File: src/rtl/button_conditioner.sv
// Conditions the five Nexys4 push-buttons: 2-flop synchronizer, per-button debounce FSM,
// registered debounced level and one-cycle press strobe, with optional auto-repeat while held.
module button_conditioner #(
    parameter int unsigned DEBOUNCE_CYCLES = 1_000_000,
    parameter int unsigned REPEAT_DELAY    = 50_000_000,
    parameter int unsigned REPEAT_RATE     = 15_000_000,
    parameter logic [4:0]  REPEAT_MASK     = 5'b01111
) (
    input  logic       clk,
    input  logic       reset_n,
    input  logic [4:0] btn_raw,
    output logic [4:0] btn_level,
    output logic [4:0] btn_pulse
);

    localparam int unsigned REPEAT_MAX = (REPEAT_DELAY > REPEAT_RATE) ? REPEAT_DELAY : REPEAT_RATE;
    localparam int DCNT_W = $clog2(DEBOUNCE_CYCLES) + 1;
    localparam int RCNT_W = $clog2(REPEAT_MAX) + 1;

    localparam logic [DCNT_W-1:0] DCNT_LAST  = DCNT_W'(DEBOUNCE_CYCLES - 1);
    localparam logic [RCNT_W-1:0] DELAY_LAST = RCNT_W'(REPEAT_DELAY - 1);
    localparam logic [RCNT_W-1:0] RATE_LAST  = RCNT_W'(REPEAT_RATE - 1);

    typedef enum logic [1:0] {
        IDLE,
        DB_PRESS,
        HELD,
        DB_RELEASE
    } btnState_t;

    logic [4:0] syncMeta;
    logic [4:0] syncBtn;

    // NOTE: sequential state uses non-blocking assignments so every flop samples pre-edge values.
    always_ff @(posedge clk or negedge reset_n) begin
        if (!reset_n) begin
            syncMeta <= '0;
            syncBtn  <= '0;
        end else begin
            syncMeta <= btn_raw;
            syncBtn  <= syncMeta;
        end
    end

    for (genvar i = 0; i < 5; i++) begin : g_btn
        btnState_t         state;
        logic [DCNT_W-1:0] dcnt;
        logic [RCNT_W-1:0] rcnt;
        logic              repeating;
        logic              levelQ;
        logic              pulseQ;
        logic [RCNT_W-1:0] repeatLast;

        // The first repeat waits REPEAT_DELAY; once repeating, the shorter REPEAT_RATE applies.
        assign repeatLast   = repeating ? RATE_LAST : DELAY_LAST;
        assign btn_level[i] = levelQ;
        assign btn_pulse[i] = pulseQ;

        always_ff @(posedge clk or negedge reset_n) begin
            if (!reset_n) begin
                state     <= IDLE;
                dcnt      <= '0;
                rcnt      <= '0;
                repeating <= 1'b0;
                levelQ    <= 1'b0;
                pulseQ    <= 1'b0;
            end else begin
                pulseQ <= 1'b0;
                case (state)
                    IDLE: begin
                        levelQ <= 1'b0;
                        dcnt   <= '0;
                        if (syncBtn[i]) state <= DB_PRESS;
                    end
                    DB_PRESS: begin
                        if (!syncBtn[i]) begin
                            state <= IDLE;
                            dcnt  <= '0;
                        end else if (dcnt == DCNT_LAST) begin
                            state     <= HELD;
                            dcnt      <= '0;
                            rcnt      <= '0;
                            repeating <= 1'b0;
                            levelQ    <= 1'b1;
                            pulseQ    <= 1'b1;
                        end else begin
                            dcnt <= dcnt + 1'b1;
                        end
                    end
                    HELD: begin
                        if (!syncBtn[i]) begin
                            state <= DB_RELEASE;
                            dcnt  <= '0;
                        end else if (REPEAT_MASK[i]) begin
                            if (rcnt == repeatLast) begin
                                rcnt      <= '0;
                                repeating <= 1'b1;
                                pulseQ    <= 1'b1;
                            end else begin
                                rcnt <= rcnt + 1'b1;
                            end
                        end
                    end
                    DB_RELEASE: begin
                        // rcnt is left untouched here so a bounced release only delays the cadence.
                        if (syncBtn[i]) begin
                            state <= HELD;
                            dcnt  <= '0;
                        end else if (dcnt == DCNT_LAST) begin
                            state     <= IDLE;
                            dcnt      <= '0;
                            rcnt      <= '0;
                            repeating <= 1'b0;
                            levelQ    <= 1'b0;
                        end else begin
                            dcnt <= dcnt + 1'b1;
                        end
                    end
                    default: state <= IDLE;
                endcase
            end
        end
    end

endmodule

File: config.mk
export PLATFORM = sky130hd
export DESIGN_NAME = button_conditioner
export DESIGN_NICKNAME = d
export VERILOG_FILES = /design/src/rtl/button_conditioner.sv
export SDC_FILE = /design/constraint.sdc
export NUM_CORES = 1
export LEC_CHECK = 0
export ABC_AREA = 1
export CORE_ASPECT_RATIO = 0.5
export CORE_MARGIN = 2
export CORE_UTILIZATION = 58
export CTS_CLUSTER_DIAMETER = 30
export DETAILED_ROUTE_END_ITERATION = 8
export GPL_TIMING_DRIVEN = 0
export HOLD_SLACK_MARGIN = 0.03
export PLACE_DENSITY_LB_ADDON = 0.25
export SLEW_MARGIN = 15
export SYNTH_ARGS = -nofsm -noshare
export SYNTH_HDL_FRONTEND = slang
export SYNTH_SLANG_ARGS = --single-unit
File: constraint.sdc
create_clock -name clk -period 1.89 [get_ports clk]
set_input_delay 0.567 -clock clk [delete_from_list [all_inputs] [get_ports clk]]
set_output_delay 0.567 -clock clk [all_outputs]
set_load 0.01 [all_outputs]
==> metrics.csv <==
metric;value;unit
outcome;finished with violations;
failing checks;negative hold slack, negative setup slack;
initial DRC count;1187;
CTS H-tree depth;2;
clock power share;36.3;%
most frequent cell on the critical path;nand3_1;
setup TNS;-0.137;ns
WS Path Type;flip-flop to flip-flop;
Ports;17;
input/output buffers;16;
Setup crit end kind;flip-flop;
synthesis-to-finish area growth;20.0;%
full die area;30100;um^2
ordered list of cells on the worst path;inv_1 -> nand3_1 -> o21ai_0 -> nand3_1 -> o21ai_2 -> buf_4 -> nand2_1 -> nor2_1;
CTS Sinks;247;
Die Y-Extent;124;um
Clock Skew;0.0158;ns
core area;28000;um^2
Synth Flop Type;dfrtp_1;
setup violators final;14;
Tot Pwr;20.6;mW
gpl congestion;0.958;
Clock Tree Root;clkbuf_16;
Slowest-stage cell, CP;dfrtp_1;
Final Max Tran Viols;0;
slack of the critical path;-0.0240;ns
placed cells;2888;
switching share of power;37.0;%
syn_nets;2526;
Nets;2638;
drt first pass iters;6;
CP peak stage delay;0.45;ns
vias in the first global route;15254;
R2R Setup Slk;-0.02;ns
ys async rst share;100;%
part of the power in registers;28.7;%
starting density of the core;59.5;%
CTS buffer count;38;
Slew headroom;63.8;%
CP startpoint kind;flip-flop;
Fmax;522;MHz
reg-to-reg endpoint;g_btn[3].pulseQ;
Post-synth EDFFs;0;
clk buf depth;3;
Fin. Hold Viols;53;
highest net fanout along the worst path;7;
placement row count;43;
fin util;71.4;%
mean post-synth cell area;6.69;um^2
Ant. Diodes;0;
first-pass GRT wire length;69700;um
RSZ-0062 raised after global routing;true;
Leak;9.06;nW
Max Cap Viol;0;
crit path time final;1.91;ns
Synth Cell Area;16600;um^2
Worst EP required;2.33;ns
Combinational Power Share;34.9;%
post-placement cell area;17300;um^2
Synth warnings;0;
Int Power;13.0;mW
ratio of cells with drive above 1 in the final layout;13.8;%
Psw;7.63;mW
Min Hold Slack;-0.0464;ns
fin cells;3012;
largest area contributor in the netlist;dfrtp_1;
post-detailed-route wirelength per cell;14.1;um
Routed WL;42400;um
worst vdd ir;0.000666;V
TritonCTS clock tree;built;
Overall Global Routing Usage;27.5;%
top cell type's share of synthesized area;37.2;%
Critical Path AT;2.35;ns
Tcrit/Tclk final;101;%
largest net degree at the start of global routing;100;
clock-pin slew on the worst setup and hold paths;0.06;ns
initial antenna violation count;0;
DR vias;16657;
Critical Path Sink;g_btn[3].pulseQ;
worst min path class;input pin to async pin;
critical path's top delay family;simple AND/OR/NAND/NOR gates;
hpwl dp;28500;um
synth top area cells;dfrtp_1 (37%), nand2_1 (16%), nand3_1 (8.2%), nor2_1 (7.5%), inv_1 (6.8%);
Congestion Overflow GR;0;
chip width;244;um
Pwr Density;1030;nW/um^2
post-synthesis register bit count;247;
synthesized netlist cell count;2488;
Crit path buffers/inverters;2;
Place WS;-0.561;ns
Antenna Nets Post-Route;0;
Worst Tran Pin Value;0.543;ns
DRC viols;0;
cell depth of the worst setup path;8;
part of the Yosys area used for sequential elements;37.2;%
worst setup path start;g_btn[3].repeating;
worst r2r src;g_btn[3].repeating;
final instance area;20000;um^2
Clk Latency, worst-skew pair;0.53;ns
Via density;5.53;
Worst Reg-to-Reg Cells;8;
synth unique cells;43;
cells in the mapped netlist (2+ instances only):
| cell | count |
|---|---|
| clkinv_1 | 4 |
| inv_2 | 5 |
| nand3_2 | 3 |
| a22o_1 | 2 |
| o21ai_0 | 121 |
| buf_6 | 2 |
| nand3b_1 | 10 |
| nand3_1 | 271 |
| dfrtp_1 | 247 |
| clkbuf_2 | 3 |
| nor2_2 | 2 |
| buf_4 | 16 |
| nor2_1 | 332 |
| or2_2 | 6 |
| nor2_4 | 2 |
| clkbuf_1 | 20 |
| o21bai_1 | 5 |
| nand4_1 | 91 |
| o31ai_1 | 4 |
| o22ai_1 | 28 |
| a21oi_2 | 2 |
| xor2_1 | 66 |
| o21ai_1 | 11 |
| mux2i_1 | 4 |
| nor3_1 | 59 |
| buf_2 | 30 |
| a21oi_1 | 34 |
| a21oi_4 | 2 |
| nand2_1 | 725 |
| nor3_2 | 4 |
| ha_1 | 31 |
| xnor2_1 | 22 |
| nand2_2 | 7 |
| nor3b_1 | 4 |
| inv_1 | 303 |
| nor4_1 | 3 |
logic make-up after synthesis:
family / synth area share, %
compound gates: 7.06
xor+xnor: 4.63
flops: 37.2
mux: 0.241
buf+inv: 9.34
simple gates: 39.2
fa+ha+maj: 2.33
cell type report:
| class | count | area (um^2) |
|---|---|---|
| Timing Repair inverter | 2 | 15.0 |
| Multi-Input combinational cell | 1858 | 9580 |
| Tap cell | 382 | 478 |
| Timing Repair Buffer | 75 | 653 |
| Inverter | 312 | 1210 |
| Fill cell | 2308 | 8020 |
| Buffer | 66 | 467 |
| Sequential cell | 247 | 6190 |
| Clock inverter | 25 | 313 |
| Clock buffer | 45 | 1060 |
state kept, by name, summed over array words and instances (netlist names), named ones only:
name and cells:
g_btn.dcnt 105, syncBtn 5, syncMeta 5, g_btn.levelQ 5, g_btn.state 5, g_btn.rcnt 108, g_btn.repeating 4, g_btn.pulseQ 5
per-layer routing:
layer / track usage, % / wire length, um / part of all wire (%)
met2: 47.2 / 20000 / 47
met4: 9.18 / 1030 / 2.4
met1: 36.3 / 18900 / 45
met5: 0 / 0 / 0
met3: 4.31 / 2480 / 5.9
power by group through the flow:
stage	combinational, mW	sequential [mW]	clock, mW
after floorplan	3.79	5.92	0
after CTS	6.08	5.87	7.62
after detailed placement	5.27	6.01	0
after global placement	5.17	6.00	0
after global routing	7.87	5.96	7.85
final	7.20	5.92	7.49
worst min-delay path by stage:
| stage | from | end | depth (start not counted) | slack, ns |
|---|---|---|---|---|
| 2_1_floorplan | reset_n | async pin | 0 | 0.27 |
| 3_3_place_gp | syncMeta[1] | syncBtn[1] | 0 | 0.33 |
| 3_5_place_dp | syncMeta[4] | syncBtn[4] | 0 | 0.34 |
| 4_1_cts | reset_n | g_btn[4].dcnt[6] | 1 | -0.05 |
| 5_1_grt | reset_n | g_btn[4].state[0] | 1 | -0.02 |
| 6_report | reset_n | g_btn[4].dcnt[6] | 1 | -0.05 |
cell usage in the layout (no fill, tap or decap), drive strengths merged, types with 38 or more instances in the layout:
| cell | instances |
|---|---|
| nand2 | 732 |
| nor2 | 336 |
| inv | 316 |
| nand3 | 275 |
| dfrtp | 247 |
| o21ai | 132 |
| buf | 105 |
| nand4 | 91 |
| clkbuf | 68 |
| xor2 | 66 |
| nor3 | 63 |
| a21oi | 38 |
timing repair:
action,4_1_cts,5_1_grt
resized for setup,92,187
pin swaps,8,32
buffers inserted,25,31
gates cloned,2,1
endpoints found under the hold margin,53,53
endpoints found under the setup margin,225,204
Power figures use the tool's default switching activity.
